[src/rtl/ssram_ctrl_if.sv]
// ----------------------------------------------------------------------------
// ssram_ctrl_if
// Bus-side handshake between the peripheral interconnect (master) and the
// ssram controller (slave). Single-beat req/gnt/rvalid transactions.
//   req_i    master->slave  transaction request
//   we_i     master->slave  1=write, 0=read
//   addr_i   master->slave  word address
//   wdata_i  master->slave  write data
//   gnt_o    slave->master  request accepted (combinational)
//   rvalid_o slave->master  one-cycle response pulse
//   rdata_o  slave->master  read data, valid with rvalid_o
//   err_o    slave->master  read ended with FLAG still set, valid with rvalid_o
// ----------------------------------------------------------------------------
interface ssram_ctrl_if #(
    parameter int ADDR_W = 8,
    parameter int DATA_W = 32
);
    logic              req_i;
    logic              we_i;
    logic [ADDR_W-1:0] addr_i;
    logic [DATA_W-1:0] wdata_i;
    logic              gnt_o;
    logic              rvalid_o;
    logic [DATA_W-1:0] rdata_o;
    logic              err_o;

    modport master (
        output req_i, we_i, addr_i, wdata_i,
        input  gnt_o, rvalid_o, rdata_o, err_o
    );

    modport slave (
        input  req_i, we_i, addr_i, wdata_i,
        output gnt_o, rvalid_o, rdata_o, err_o
    );
endinterface

[src/rtl/ssram_ctrl.sv]
// ----------------------------------------------------------------------------
// ssram_ctrl
// Initiator for one ssram macro. Converts single-beat bus transactions into
// macro pin sequences (CEN/WEN/BRS/EN/MODE/D), samples Q/FLAG after RD_WAIT
// cycles of CEN low, and retries a read up to MAX_RETRY times while FLAG=1.
// Ports:
//   clk, rst          clock, synchronous active-high reset
//   bus               ssram_ctrl_if slave side (req/we/addr/wdata/gnt/
//                     rvalid/rdata/err)
//   busy_o            FSM not in IDLE
//   cfg_en_i/mode_i   EN/MODE values, latched at grant
//   sram_*_o          macro pins (CEN active-low, WEN 0=write)
//   sram_q_i/flag_i   macro read data and retry flag
// ----------------------------------------------------------------------------
module ssram_ctrl #(
    parameter int ADDR_W    = 8,
    parameter int DATA_W    = 32,
    parameter int RD_WAIT   = 8,
    parameter int MAX_RETRY = 3
) (
    input  logic              clk,
    input  logic              rst,
    ssram_ctrl_if.slave       bus,
    input  logic [11:0]       cfg_en_i,
    input  logic              cfg_mode_i,
    output logic              busy_o,
    output logic              sram_cen_o,
    output logic              sram_wen_o,
    output logic [ADDR_W-1:0] sram_brs_o,
    output logic [11:0]       sram_en_o,
    output logic              sram_mode_o,
    output logic [DATA_W-1:0] sram_d_o,
    input  logic [DATA_W-1:0] sram_q_i,
    input  logic              sram_flag_i
);
    localparam logic [4:0] WAIT_LOAD = 5'(RD_WAIT - 1);
    localparam logic [2:0] RETRY_MAX = 3'(MAX_RETRY);

    typedef enum logic [2:0] {
        S_IDLE,
        S_WRITE,
        S_READ,
        S_RECOV,
        S_RESP
    } state_e;

    state_e            state_q, state_d;
    logic [4:0]        wait_q, wait_d;
    logic [2:0]        retry_q, retry_d;
    logic [ADDR_W-1:0] addr_q, addr_d;
    logic [DATA_W-1:0] wdata_q, wdata_d;
    logic [11:0]       en_q, en_d;
    logic              mode_q, mode_d;
    logic [DATA_W-1:0] rdata_q, rdata_d;
    logic              err_q, err_d;
    logic              grant;

    // Grant is suppressed during reset so nothing is accepted while the
    // state register is being forced back to IDLE.
    assign grant     = bus.req_i & (state_q == S_IDLE) & ~rst;
    assign bus.gnt_o = grant;

    always_comb begin
        state_d = state_q;
        wait_d  = wait_q;
        retry_d = retry_q;
        addr_d  = addr_q;
        wdata_d = wdata_q;
        en_d    = en_q;
        mode_d  = mode_q;
        rdata_d = rdata_q;
        err_d   = err_q;
        case (state_q)
            S_IDLE: begin
                if (grant) begin
                    addr_d  = bus.addr_i;
                    wdata_d = bus.wdata_i;
                    en_d    = cfg_en_i;
                    mode_d  = cfg_mode_i;
                    if (bus.we_i) begin
                        err_d   = 1'b0;
                        state_d = S_WRITE;
                    end else begin
                        wait_d  = WAIT_LOAD;
                        state_d = S_READ;
                    end
                end
            end
            S_WRITE: state_d = S_RESP;
            S_READ: begin
                if (wait_q == 5'd0) begin
                    if (!sram_flag_i) begin
                        rdata_d = sram_q_i;
                        err_d   = 1'b0;
                        state_d = S_RESP;
                    end else if (retry_q < RETRY_MAX) begin
                        retry_d = retry_q + 3'd1;
                        state_d = S_RECOV;
                    end else begin
                        // Out of retries: hand back whatever Q holds, flagged.
                        rdata_d = sram_q_i;
                        err_d   = 1'b1;
                        state_d = S_RESP;
                    end
                end else begin
                    wait_d = wait_q - 5'd1;
                end
            end
            // One cycle with CEN high lets the macro's own FSM return to idle
            // before the next attempt.
            S_RECOV: begin
                wait_d  = WAIT_LOAD;
                state_d = S_READ;
            end
            S_RESP: begin
                retry_d = 3'd0;
                state_d = S_IDLE;
            end
            default: state_d = S_IDLE;
        endcase
    end

    always_ff @(posedge clk) begin
        if (rst) begin
            state_q <= S_IDLE;
            wait_q  <= '0;
            retry_q <= '0;
            addr_q  <= '0;
            wdata_q <= '0;
            en_q    <= '0;
            mode_q  <= 1'b0;
            rdata_q <= '0;
            err_q   <= 1'b0;
        end else begin
            state_q <= state_d;
            wait_q  <= wait_d;
            retry_q <= retry_d;
            addr_q  <= addr_d;
            wdata_q <= wdata_d;
            en_q    <= en_d;
            mode_q  <= mode_d;
            rdata_q <= rdata_d;
            err_q   <= err_d;
        end
    end

    // Pins are decoded from registered state only, so they change on clock
    // edges and return to idle values one edge after rst.
    assign sram_cen_o   = ~((state_q == S_WRITE) | (state_q == S_READ));
    assign sram_wen_o   = ~(state_q == S_WRITE);
    assign sram_brs_o   = addr_q;
    assign sram_d_o     = wdata_q;
    assign sram_en_o    = en_q;
    assign sram_mode_o  = mode_q;
    assign busy_o       = (state_q != S_IDLE);
    assign bus.rvalid_o = (state_q == S_RESP);
    assign bus.rdata_o  = rdata_q;
    assign bus.err_o    = err_q;
endmodule

[src/flat_wrapper.sv]
// flat-port wrapper written by rule: the top's interface ports become plain ports
module ssram_ctrl_flat 
#(
    parameter int ADDR_W    = 8,
    parameter int DATA_W    = 32,
    parameter int RD_WAIT   = 8,
    parameter int MAX_RETRY = 3
)
  (clk, rst, cfg_en_i, cfg_mode_i, busy_o, sram_cen_o, sram_wen_o, sram_brs_o, sram_en_o, sram_mode_o, sram_d_o, sram_q_i, sram_flag_i, bus_req_i, bus_we_i, bus_addr_i, bus_wdata_i, bus_gnt_o, bus_rvalid_o, bus_rdata_o, bus_err_o);
  ssram_ctrl_if #(.ADDR_W(ADDR_W), .DATA_W(DATA_W)) bus_i ();
  input  logic clk;
  input  logic rst;
  input  logic [11:0] cfg_en_i;
  input  logic cfg_mode_i;
  output logic busy_o;
  output logic sram_cen_o;
  output logic sram_wen_o;
  output logic [ADDR_W-1:0] sram_brs_o;
  output logic [11:0] sram_en_o;
  output logic sram_mode_o;
  output logic [DATA_W-1:0] sram_d_o;
  input  logic [DATA_W-1:0] sram_q_i;
  input  logic sram_flag_i;
  input wire logic [$bits(bus_i.req_i)-1:0] bus_req_i;
  input wire logic [$bits(bus_i.we_i)-1:0] bus_we_i;
  input wire logic [$bits(bus_i.addr_i)-1:0] bus_addr_i;
  input wire logic [$bits(bus_i.wdata_i)-1:0] bus_wdata_i;
  output wire logic [$bits(bus_i.gnt_o)-1:0] bus_gnt_o;
  output wire logic [$bits(bus_i.rvalid_o)-1:0] bus_rvalid_o;
  output wire logic [$bits(bus_i.rdata_o)-1:0] bus_rdata_o;
  output wire logic [$bits(bus_i.err_o)-1:0] bus_err_o;
  assign bus_i.req_i = bus_req_i;
  assign bus_i.we_i = bus_we_i;
  assign bus_i.addr_i = bus_addr_i;
  assign bus_i.wdata_i = bus_wdata_i;
  assign bus_gnt_o = bus_i.gnt_o;
  assign bus_rvalid_o = bus_i.rvalid_o;
  assign bus_rdata_o = bus_i.rdata_o;
  assign bus_err_o = bus_i.err_o;
  ssram_ctrl #(.ADDR_W(ADDR_W), .DATA_W(DATA_W), .RD_WAIT(RD_WAIT), .MAX_RETRY(MAX_RETRY)) u_core (.clk(clk), .rst(rst), .bus(bus_i), .cfg_en_i(cfg_en_i), .cfg_mode_i(cfg_mode_i), .busy_o(busy_o), .sram_cen_o(sram_cen_o), .sram_wen_o(sram_wen_o), .sram_brs_o(sram_brs_o), .sram_en_o(sram_en_o), .sram_mode_o(sram_mode_o), .sram_d_o(sram_d_o), .sram_q_i(sram_q_i), .sram_flag_i(sram_flag_i));
endmodule
[config.mk]
export PLATFORM = sky130hd
export DESIGN_NAME = ssram_ctrl_flat
export DESIGN_NICKNAME = d
export VERILOG_FILES = /design/src/rtl/ssram_ctrl_if.sv /design/src/rtl/ssram_ctrl.sv /design/src/flat_wrapper.sv
export SDC_FILE = /design/constraint.sdc
export NUM_CORES = 1
export LEC_CHECK = 0
export CAP_MARGIN = 40
export CORE_UTILIZATION = 40
export CTS_CLUSTER_DIAMETER = 80
export DETAILED_ROUTE_END_ITERATION = 10
export PLACE_DENSITY = 0.8
export REMOVE_ABC_BUFFERS = 1
export SYNTH_ARGS = -nofsm -noshare
export SYNTH_HDL_FRONTEND = slang
export SYNTH_SLANG_ARGS = --single-unit
[constraint.sdc]
create_clock -name clk -period 2.3 [get_ports clk]
set_input_delay 0.46 -clock clk [delete_from_list [all_inputs] [get_ports clk]]
set_output_delay 0.46 -clock clk [all_outputs]
set_load 0.01 [all_outputs]
### Yosys cells after proc, flatten, opt, wreduce, memory -nomap -nowiden

Index checks and enable logic that the tools add are counted.

* register bits: 97
* bits of input ports: 90

* $add $sub $neg: 2
* order comparisons: 1
* eq/ne operators: 13
* multiplexer cells: 22
* bitwise logic cells: 6
* reduce and logical (&&, ||, !) cells: 12

Operator list (count)
* $mux 32: 2
* $mux 3: 7
* $mux 5: 3
* $pmux 5 s3: 1
* $ne 2x2->1 const B: 6
* $pmux 3 s4: 1
* $reduce_and 4->1: 2
* $eq 3x2->1 const B: 2
* $pmux 3 s2: 1
* $reduce_bool 3->1: 2
* $logic_not 5->1: 1
* $mux 1: 5
* $reduce_and 5->1: 1
* $sub 5x1->5 const B: 1
* $ne 2x1->1 const B: 2
* $reduce_and 2->1: 2
* $reduce_bool 2->1: 2
* $add 3x1->3 const B: 1
* $eq 3x1->1 const B: 1
* $eq 3x3->1 const B: 1
* $logic_not 3->1: 1
* $lt 3x2->1 const B: 1
* $ne 3x3->1 const B: 1
* $not 1->1: 3
* other kinds (5): 6

### Logic depth before layout (Yosys ltp)

Gate-level depths: netlist (run 1).

* depth after elaboration: 5
* mapped depth: 9

### Worst setup path after synthesis (run 1)

OpenSTA, ideal clock, no wires.

* path kind: reg-to-reg
* from: register u_core.wait_q[0]
* to: register u_core.wait_q[2]
* arrival time: 1.840 ns
* required time: 2.182 ns
* slack: 0.342 ns
* stages on the path, launching flop included: 8
* period minus slack after synthesis: 1.958 ns
* cell sequence: dfxtp_1 -> inv_1 -> ha_1 -> or4b_4 -> buf_6 -> o211a_1 -> or2_4 -> o2111a_1

* cells in the longest elaborated chain, start to end: 3

RTL lines
* from (decl): RTL line ssram_ctrl.sv:48 `logic [4:0] wait_q, wait_d;`
* from (signal assigned): RTL line ssram_ctrl.sv:136 `wait_q <= wait_d;`
* $sub 5x1->5 or $logic_not 5->1 (tied branches): RTL line ssram_ctrl.sv:106, ssram_ctrl.sv:91
* $mux 5 or $ne 2x2->1 (tied branches)
* $pmux 5 s3 or $reduce_and 4->1 (tied branches)

Several ways; a longest one is shown, not always the timed one. The select of a mux whose other input is x is not followed.
A chain may end at the register's enable or synchronous reset.

### Worst setup path in the final report (run 1)

* from: register u_core.state_q[0]
* to: output port bus_gnt_o

* cells in the longest elaborated chain, start to end: 3

RTL lines
* from (decl): RTL line ssram_ctrl.sv:47 `state_e state_q, state_d;`
* from (signal assigned): RTL line ssram_ctrl.sv:135 `state_q <= state_d;`
* $logic_not 3->1: RTL line ssram_ctrl.sv:60 `assign grant = bus.req_i & (state_q == S_IDLE) & ~rst;`
* $and 1x1->1 (2 in a row): RTL line ssram_ctrl.sv:60
* to (decl): RTL line flat_wrapper.sv:28 `output wire logic [$bits(bus_i.gnt_o)-1:0] bus_gnt_o;`

Every way passes these cells.

==> results of run 1 <==
state kept, by name, summed over array words and instances (netlist names):
| register | flops |
|---|---|
| u_core.bus.err_o | 1 |
| u_core.sram_mode_o | 1 |
| u_core.sram_brs_o | 8 |
| u_core.bus.rdata_o | 32 |
| u_core.state_q | 3 |
| u_core.wait_q | 5 |
| u_core.sram_en_o | 12 |
| u_core.retry_q | 3 |
| u_core.sram_d_o | 32 |
cell usage after synthesis (all sizes together) (2+ instances only):
cell / n
a211o: 2
a211oi: 2
a21oi: 37
buf: 10
clkbuf: 22
dfxtp: 97
ha: 2
inv: 8
mux2i: 2
nand2: 181
nor2: 11
nor3: 4
nor3b: 3
nor4: 2
o21ai: 54
or2: 2
or3: 2
per-layer routing:
layer  GRT usage  vias up  routed length [um]
met4      0.0654        0                 108
li1            -     1833                   -
met3       0.102       13                1130
met1       0.251     1619                4190
met2       0.336      165                4500
met5           0        -                   0
worst max-delay path by stage:
stage	to	slack [ps]	startpoint	depth (start not counted)
after global routing	bus_rvalid_o	20	u_core.state_q[0]	4
after floorplan	u_core.sram_brs_o[0]	-930	u_core.state_q[0]	5
after CTS	busy_o	50	u_core.state_q[0]	4
after detailed placement	u_core.sram_brs_o[6]	-150	rst	6
after global placement	u_core.sram_d_o[5]	-80	rst	6
final	bus_gnt_o	120	u_core.state_q[0]	5
area by class of cell:
class | instances | area [sq um] | share of cell area
Clock buffer | 10 | 128 | 0.0222
Clock inverter | 5 | 104 | 0.0180
Inverter | 8 | 30.0 | 0.00521
Multi-Input combinational cell | 320 | 1500 | 0.261
Sequential cell | 97 | 1940 | 0.337
Tap cell | 108 | 135 | 0.0235
Timing Repair Buffer | 193 | 1920 | 0.333
placed cells by master (no fill, tap or decap), types with 2 or more instances in the layout:
master	n
bufinv_16	3
a211o_1	2
a21oi_1	37
o21ai_1	12
or3_1	2
nor3_1	4
ha_1	2
mux2i_1	2
nor2_1	10
nor4_1	2
o21ai_0	42
clkdlybuf4s50_1	178
nor3b_2	2
buf_4	11
inv_2	2
dfxtp_1	96
nand2_1	181
clkbuf_8	9
inv_1	6
worst min-delay path: stages (launching register included):
cell and delay [ps]:
dfxtp_1 320, nand2_1 50, a21oi_1 30
metrics by stage:
stage	TNS, ps	cells	area, sq um
floorplan	-50090	425	3470
global placement	-1820	726	5520
detailed placement	-3060	726	5520
CTS	0	741	5750
global route	0	741	5760
finish	0	741	5760
kinds of logic (layout without fill, tap and decap cells):
kind of cell    after synthesis  after routing  synth area share
simple gates                211            211             0.238
compound gates              105            105             0.164
flops                        97             97             0.539
buf+inv                      40            216            0.0469
fa+ha+maj                     2              2           0.00694
mux                           2              2           0.00555
power by group through the flow:
| stage | sequential (mW) | clock, mW | combinational (mW) |
|---|---|---|---|
| after detailed placement | 2.01 | 0 | 1.16 |
| after CTS | 1.97 | 1.32 | 1.17 |
| after floorplan | 2.08 | 0 | 0.399 |
| after global routing | 2.00 | 1.39 | 1.26 |
| after global placement | 2.00 | 0 | 1.13 |
| final | 1.97 | 1.29 | 1.16 |
==> qor.csv, run 1 <==
stage,metric,value,unit
run_status,status,"complete, no violations",
power,Int Pwr,3.20,mW
routing,routed length per instance,13.4,um
clock_network,Sink Count,97,
worst_hold_path,HP Start,u_core.wait_q[4],
routing,Detail Route Antenna Nets,0,
clock_network,Max Buffers Root-to-Sink,2,
routing,DRT Pass-1 Iters,6,
worst_hold_path,min-delay worst type,reg -> reg,
power,peak supply drop,357,uV
run,Max Cap Viol,0,
synth,cell type with the largest total area after synthesis,dfxtp_1,
sta,final hold vios,0,
place,Place WS,-147,ps
finish,area growth from synthesis to layout,59.8,%
synth,ys flop type,dfxtp_1,
routing,via count,3630,
sta,Final WS setup,124,ps
worst_setup_path,critical path type,reg -> out,
worst_setup_path,crit-path max FO,3,
routing,DRC Markers,0,
synth,Unique masters post-synth,40,
worst_setup_path,r2r endpoint,u_core.wait_q[1],
sta,slew margin rel.,0.583,
sta,fin crit share,0.946,
floorplanning,# IOs,181,
place,# port buffers,180,
clock_network,Num CTS Buffers,9,
sta,Clock Skew,8.25,ps
worst_setup_path,Register-to-Register Path Depth,6,
synth,Yosys top cell area share,0.539,
routing,vias per cell,4.90,
synth,synth top area cells,"dfxtp_1, nand2_1, o21ai_0",
worst_setup_path,CP Capture Type,output pin,
power,clock power share,0.292,
power,leakage power figure,2.11,nW
global_routing,initial antenna violation count,0,
synth,Mapped Area,3600,sq um
clock_network,CTS root buf,clkbuf_8,
power,sequential cell fraction of total power,0.446,
synth,cells after synthesis,457,
floorplanning,CORE AREA,8720,sq um
worst_hold_path,Worst Hold Path EP,u_core.wait_q[4],
worst_setup_path,worst endpoint data arrival time,1720,ps
floorplanning,FP Rows,34,
sta,final slew viol count,0,
floorplanning,area of the die,9400,sq um
finish,share of cells above drive strength 1,0.0616,
sta,worst slew pin tran,619,ps
global_routing,grt ovf,0,
floorplanning,Die Y,96.9,um
power,Pwr Density,766,nW/um^2
worst_setup_path,Worst R2R Start,u_core.wait_q[0],
worst_setup_path,max incr delay on CP,360,ps
power,Net Sw Frac,0.274,
sta,Period minus WS final,2180,ps
routing,Initial DRC Count,112,
clock_network,CTS tree,done,
synth,Post-synth EDFFs,0,
worst_setup_path,register-to-register setup slack,230,ps
worst_setup_path,critical path cell sequence,or2_2 -> nor2_1 -> inv_2 -> nor2_4 -> dlygate4sd2_1,
finish,# fillers,728,
power,combinational power share,0.262,
synth,register area share after synthesis,0.539,
finish,nets@finish,721,
global_routing,first-pass GRT wire length,16200,um
worst_setup_path,CP Data Required Time,1840,ps
synth,Yosys warning count,0,
sta,# setup viols final,0,
place,Final Wtd Congestion,0.859,
power,P_sw,1.21,mW
global_routing,vias in the first global route,3421,
clock_network,Post-CTS Setup Inserts,0,
floorplanning,Initial Util,0.413,
worst_setup_path,Worst path slowest cell,dlygate4sd2_1,
clock_network,Resize count post-CTS,1,
sta,Min Hold Slack,445,ps
clock_network,Hold Buf Count CTS,0,
power,Design Power,4.42,mW
sta,fmax,0.459,GHz
sta,RSZ-0062 raised after global routing,no,
clock_network,Clock Pin Slew Worst Setup and Hold Paths,80,ps
floorplanning,Die Width,96.9,um
worst_setup_path,Critical Path Start Type,register,
synth,syn avg cell area,7.89,sq um
routing,Detailed Route WL,9930,um
worst_setup_path,number of buffer and inverter stages on the critical path,2,
place,HPWL after DPL,7190,um
clock_network,"Clk Latency, worst-skew pair",350,ps
synth,Synth Register Bits,97,
worst_hold_path,Min-Delay Path Depth,2,
finish,fin util,0.661,
global_routing,GRT Total Usage,0.211,
clock_network,htree depth,3,
finish,Inserted Diodes,0,
global_routing,largest net degree at the start of global routing,56,
worst_setup_path,Crit path max-delay family,simple AND/OR/NAND/NOR gates,
synth,ys async rst share,0,
Note: power is estimated with default switching activity, not from simulation.
==> inputs of run 2 (changes only) <==
--- a/config.mk
+++ b/config.mk
@@ -6,10 +6,13 @@
 export NUM_CORES = 1
 export LEC_CHECK = 0
 export CAP_MARGIN = 40
-export CORE_UTILIZATION = 40
+export CELL_PAD_IN_SITES_DETAIL_PLACEMENT = 0
+export CELL_PAD_IN_SITES_GLOBAL_PLACEMENT = 1
+export CORE_UTILIZATION = 27
+export CTS_BUF_LIST = sky130_fd_sc_hd__clkbuf_8 sky130_fd_sc_hd__clkbuf_16
 export CTS_CLUSTER_DIAMETER = 80
 export DETAILED_ROUTE_END_ITERATION = 10
-export PLACE_DENSITY = 0.8
+export PLACE_DENSITY_LB_ADDON = 0.1
 export REMOVE_ABC_BUFFERS = 1
 export SYNTH_ARGS = -nofsm -noshare
 export SYNTH_HDL_FRONTEND = slang
==> qor.csv, run 2 (synthesized netlist as in run 1, its figures left out) <==
stage,metric,value,unit,change
routing,top routing layer used,met4,,
floorplanning,FP Rows,41,,+21%
floorplanning,# IOs,181,,unchanged
floorplanning,Initial Util,0.281,,-0.132
global_routing,largest net degree at the start of global routing,65,,+16%
global_routing,initial antenna violation count,0,,unchanged
worst_setup_path,critical path type,reg -> out,,
sta,Clock Skew,3.96,ps,-4.30 ps
worst_hold_path,min-delay worst type,reg -> reg,,
worst_setup_path,Worst R2R Start,u_core.wait_q[0],,
sta,Min Hold Slack,439,ps,-5.81 ps
power,Design Power,4.69,mW,+6.2%
power,Pwr Density,787,nW/um^2,+2.6%
routing,vias per cell,4.35,,-11%
power,Int Pwr,3.42,mW,+6.9%
worst_setup_path,critical path launch point,u_core.state_q[0],,
power,sequential cell fraction of total power,0.422,,-0.024
finish,Inserted Diodes,0,,unchanged
clock_network,CTS root buf,clkbuf_16,,
routing,DRT Pass-1 Iters,4,,-2
power,P_sw,1.26,mW,+4.5%
power,clock power share,0.332,,+0.040
power,leakage power figure,2.16,nW,+2.4%
floorplanning,area of the die,13800,sq um,+47%
worst_setup_path,worst endpoint data arrival time,1750,ps,+30 ps
routing,DR WL met2,4260,um,-5.4%
floorplanning,Die Width,118,um,+21%
run_status,status,"complete, no violations",,
worst_setup_path,CP Capture Type,output pin,,
sta,slew margin rel.,0.633,,+0.0495
place,Final Wtd Congestion,0.721,,-16%
worst_setup_path,crit-path max FO,8,,+5
worst_hold_path,HP Start,u_core.wait_q[4],,
run,Max Cap Viol,0,,unchanged
sta,worst slew pin tran,546,ps,-73.5 ps
power,peak supply drop,412,uV,+15%
sta,# setup viols final,0,,unchanged
worst_setup_path,Critical Path Start Type,register,,
routing,Detail Route Antenna Nets,0,,unchanged
clock_network,"Clk Latency, worst-skew pair",340,ps,about the same
clock_network,Clock Pin Slew Worst Setup and Hold Paths,60,ps,-20 ps
sta,fin crit share,0.960,,+0.0139
finish,share of cells above drive strength 1,0.0691,,+0.00746
clock_network,CTS tree,done,,
floorplanning,Die Y,118,um,+21%
sta,Period minus WS final,2210,ps,+32.0 ps
clock_network,Num CTS Buffers,9,,unchanged
clock_network,Max Buffers Root-to-Sink,2,,unchanged
sta,final slew viol count,0,,unchanged
finish,area growth from synthesis to layout,65.4,%,
finish,# fillers,1268,,+74%
sta,RSZ-0062 raised after global routing,no,,
floorplanning,CORE AREA,12800,sq um,+47%
clock_network,Sink Count,97,,unchanged
global_routing,grt ovf,0,,unchanged
routing,Detailed Route WL,10200,um,+2.7%
global_routing,first-pass GRT wire length,16400,um,+1.6%
finish,nets@finish,724,,+0.42%
finish,"commonest non-fill, non-tap cells in the layout","nand2_1, clkdlybuf4s50_1, dfxtp_1",,
power,combinational power share,0.246,,-0.016
routing,routed length per instance,12.6,um,-6.0%
place,# port buffers,180,,unchanged
routing,met3 wire length,1080,um,-4.2%
finish,"commonest non-fill, non-tap cell in the layout",nand2_1,,
clock_network,htree depth,3,,unchanged
routing,via count,3521,,-3.0%
routing,Met1 Wirelength,4750,um,+13%
global_routing,GRT Total Usage,0.149,,-0.0627
sta,fmax,0.453,GHz,-1.5%
power,Net Sw Frac,0.270,,-0.00451
place,HPWL after DPL,6970,um,-3.1%
routing,Initial DRC Count,188,,+68%
worst_setup_path,register-to-register setup slack,260,ps,+30 ps
routing,DRC Markers,0,,unchanged
sta,final hold vios,0,,unchanged
worst_setup_path,CP Data Required Time,1840,ps,about the same
global_routing,vias in the first global route,3268,,-4.5%
## run 2: cell count changes in the layout (fill, tap and decap cells not counted), moves of 2 or more
| cell | delta |
|---|---|
| inv_1 | +2 |
| clkbuf_8 | -6 |
| buf_4 | +3 |
| buf_12 | +2 |
| bufinv_16 | -2 |
| clkbuf_16 | +9 |
## run 2: area by class of cell
cell class	count	area, sq um	area share
timing repair buffer	196	1960	0.328
sequential	97	1940	0.326
multi-input combinational	320	1510	0.253
clock buffer	12	267	0.0447
tap	172	215	0.0361
clock inverter	4	42.5	0.00714
inverter	8	30.0	0.00504
## run 2: worst paths after layout
check / endpoint / depth (start not counted)
setup reg to reg: u_core.wait_q[2] / 6
hold / removal: u_core.wait_q[4] / 2
hold reg to reg: u_core.wait_q[4] / 2
setup / recovery: busy_o / 4
## run 2: per-layer routing
layer / vias to the layer above / global-route usage
met2: 139 / 0.219
met1: 1538 / 0.188
met3: 9 / 0.0799
met4: 0 / 0.0385
met5: - / 0
li1: 1835 / -
## run 2: worst max-delay path, stage by stage (launching register included)
cell,delay [ps]
dfxtp_1,380
or2_2,350
nor2_2,140
inv_2,70
clkdlybuf4s50_1,470
## run 2: through the flow
| step | util | TNS, ps | cell area, sq um | setup slack, ps | std cells |
|---|---|---|---|---|---|
| 2_1_floorplan | - | -50090 | 3470 | -934 | 425 |
| 3_3_place_gp | 0.438 | 0 | 5610 | 219 | 789 |
| 3_5_place_dp | 0.438 | 0 | 5610 | 234 | 789 |
| 4_1_cts | 0.462 | 0 | 5920 | 3.24 | 805 |
| 5_1_grt | 0.465 | 0 | 5960 | 18.4 | 809 |
| 6_report | 0.465 | 0 | 5960 | 91.5 | 809 |
## run 2: what timing repair did
action                                 4_1_cts  5_1_grt
buffers inserted                             0        4
endpoints found under the hold margin        0        0
setup endpoints to repair                    0        5
hold buffers                                 0        0
resized for setup                            0        3
## run 2: power groups by stage
stage               registers [mW]  clock network (mW)  logic, mW
CTS                           1.98                1.64       1.15
floorplan                     2.08                   0      0.399
global placement              2.01                   0       1.15
global route                  2.00                1.71       1.26
detailed placement            2.01                   0       1.15
finish                        1.98                1.56       1.15
==> inputs of run 3 (changes only) <==
--- a/config.mk
+++ b/config.mk
@@ -5,7 +5,7 @@
 export SDC_FILE = /design/constraint.sdc
 export NUM_CORES = 1
 export LEC_CHECK = 0
-export CAP_MARGIN = 40
+export CAP_MARGIN = 20
 export CELL_PAD_IN_SITES_DETAIL_PLACEMENT = 0
 export CELL_PAD_IN_SITES_GLOBAL_PLACEMENT = 1
 export CORE_UTILIZATION = 27
==> constraint.sdc (replaced) <==
create_clock -name clk -period 2.4 [get_ports clk]
set_input_delay 0.48 -clock clk [delete_from_list [all_inputs] [get_ports clk]]
set_output_delay 0.48 -clock clk [all_outputs]
set_load 0.01 [all_outputs]
==> qor.csv, run 3 (synthesized netlist as in run 1, its figures left out) <==
stage,metric,value,unit,change
worst_setup_path,crit-path max FO,8,,unchanged
floorplanning,Die Y,118,um,unchanged
power,peak supply drop,363,uV,-12%
routing,routed length per instance,12.8,um,+1.7%
worst_setup_path,critical path cell sequence,or2_2 -> nor2_1 -> inv_2 -> clkdlybuf4s50_1,,
routing,Detail Route Antenna Nets,0,,unchanged
clock_network,Max Buffers Root-to-Sink,2,,unchanged
global_routing,GRT Total Usage,0.152,,+0.00325
worst_setup_path,end point of the critical path,busy_o,,
finish,Inserted Diodes,0,,unchanged
finish,# fillers,1259,,-0.71%
sta,worst slew pin tran,459,ps,-86.3 ps
routing,vias per cell,4.36,,+0.19%
floorplanning,Initial Util,0.281,,unchanged
global_routing,first-pass GRT wire length,16800,um,+2.4%
worst_setup_path,worst endpoint data arrival time,1790,ps,+40 ps
worst_setup_path,r2r endpoint,u_core.wait_q[1],,
worst_setup_path,Crit path max-delay family,buffers and inverters,,
worst_setup_path,critical path launch point,u_core.state_q[0],,
routing,Detailed Route WL,10300,um,+1.1%
worst_setup_path,Critical Path Start Type,register,,
place,# port buffers,180,,unchanged
clock_network,Hold Buf Count CTS,0,,unchanged
worst_setup_path,critical path type,reg -> out,,
clock_network,CTS tree,done,,
worst_setup_path,CP Capture Type,output pin,,
sta,Period minus WS final,2270,ps,
floorplanning,# IOs,181,,unchanged
routing,Initial DRC Count,174,,-7.4%
global_routing,vias in the first global route,3298,,+0.92%
global_routing,largest net degree at the start of global routing,61,,-6.2%
sta,Clock Skew,7.36,ps,+3.40 ps
worst_setup_path,number of buffer and inverter stages on the critical path,2,,unchanged
worst_setup_path,Register-to-Register Path Depth,6,,unchanged
floorplanning,CORE AREA,12800,sq um,unchanged
place,Final Wtd Congestion,0.782,,+8.4%
clock_network,Resize count post-CTS,1,,+1
place,HPWL after DPL,7220,um,+3.6%
sta,RSZ-0062 raised after global routing,no,,
worst_hold_path,min-delay worst type,reg -> reg,,
routing,via count,3506,,-0.43%
sta,post-route setup TNS,0,ps,unchanged
global_routing,initial antenna violation count,0,,unchanged
clock_network,"Clk Latency, worst-skew pair",340,ps,about the same
routing,DRT Pass-1 Iters,4,,unchanged
routing,DRC Markers,0,,unchanged
floorplanning,area of the die,13800,sq um,unchanged
finish,post-route cell area,5920,sq um,-0.67%
worst_setup_path,register-to-register setup slack,300,ps,+40 ps
finish,area growth from synthesis to layout,64.2,%,
worst_setup_path,Worst path slowest cell,clkdlybuf4s50_1,,
global_routing,grt ovf,0,,unchanged
power,leakage power figure,2.14,nW,-0.92%
worst_setup_path,CP Depth,4,,unchanged
worst_setup_path,CP Data Required Time,1920,ps,+80 ps
sta,slew margin rel.,0.691,,+0.0581
floorplanning,FP Rows,41,,unchanged
worst_setup_path,Worst R2R Start,u_core.wait_q[0],,
finish,"commonest non-fill, non-tap cell in the layout",nand2_1,,
clock_network,htree depth,3,,unchanged
sta,fin crit share,0.948,,
finish,nets@finish,719,,-0.69%
power,Pwr Density,756,nW/um^2,-3.8%
clock_network,Num CTS Buffers,9,,unchanged
finish,"commonest non-fill, non-tap cells in the layout","nand2_1, clkdlybuf4s50_1, dfxtp_1",,
sta,final hold vios,0,,unchanged
clock_network,Post-CTS Setup Inserts,0,,unchanged
clock_network,Clock Pin Slew Worst Setup and Hold Paths,70,ps,about the same
sta,final slew viol count,0,,unchanged
clock_network,Sink Count,97,,unchanged
run_status,status,"complete, no violations",,
place,Placed Area,5610,sq um,-0.13%
worst_setup_path,max incr delay on CP,480,ps,about the same
run,Max Cap Viol,0,,unchanged
finish,share of cells above drive strength 1,0.0570,,-0.0121
clock_network,CTS root buf,clkbuf_16,,
floorplanning,Die Width,118,um,unchanged
sta,# setup viols final,0,,unchanged
sta,fmax,0.440,GHz,
==> run 3: worst register-to-register path, stage by stage, from the launching register on <==
cell and delay (ps):
dfxtp_1 350, inv_1 80, ha_1 200, or4b_4 540
o211a_1 260, or2_4 280, a311oi_1 280
==> run 3: worst min-delay path by stage <==
stage / to / cells past startpoint / from / slack [ps]
after floorplan: u_core.wait_q[4] / 2 / u_core.wait_q[4] / 410
after global placement: u_core.wait_q[4] / 2 / u_core.wait_q[4] / 420
after detailed placement: u_core.wait_q[4] / 2 / u_core.wait_q[4] / 430
after CTS: u_core.wait_q[4] / 2 / u_core.wait_q[4] / 450
after global routing: u_core.wait_q[4] / 2 / u_core.wait_q[4] / 460
final: u_core.wait_q[4] / 2 / u_core.wait_q[4] / 440
==> run 3: per-stage QoR <==
step	hold WS (ps)	power, mW	cells	utilization	worst slack (ps)
6_report	439	4.48	804	0.462	126
5_1_grt	459	4.74	804	0.462	44.5
4_1_cts	446	4.55	804	0.461	36.8
3_5_place_dp	434	3.03	788	0.437	324
3_3_place_gp	422	3.02	788	0.437	326
2_1_floorplan	412	2.38	425	-	-839
==> run 3: layout make-up <==
class / instances / area [sq um] / share of cell area
Inverter: 8 / 30.0 / 0.00507
Timing Repair Buffer: 191 / 1920 / 0.324
Multi-Input combinational cell: 320 / 1510 / 0.255
Clock inverter: 7 / 80.1 / 0.0135
Tap cell: 172 / 215 / 0.0363
Sequential cell: 97 / 1940 / 0.328
Clock buffer: 9 / 225 / 0.0380
==> run 3: metal layers <==
| layer | vias to the layer above | GRT usage | wire (um) |
|---|---|---|---|
| met4 | 0 | 0.0601 | 151 |
| met2 | 135 | 0.222 | 4270 |
| li1 | 1827 | - | - |
| met3 | 14 | 0.0630 | 1030 |
| met5 | - | 0 | 0 |
| met1 | 1530 | 0.197 | 4850 |
==> run 3: power breakdown <==
| group | leakage, nW | switching, mW | internal (mW) | total [mW] |
|---|---|---|---|---|
| Combinational | 1.18 | 0.495 | 0.596 | 1.09 |
| Clock | 0.164 | 0.591 | 0.897 | 1.49 |
| Sequential | 0.793 | 0.111 | 1.79 | 1.90 |
| Total | 2.14 | 1.20 | 3.28 | 4.48 |
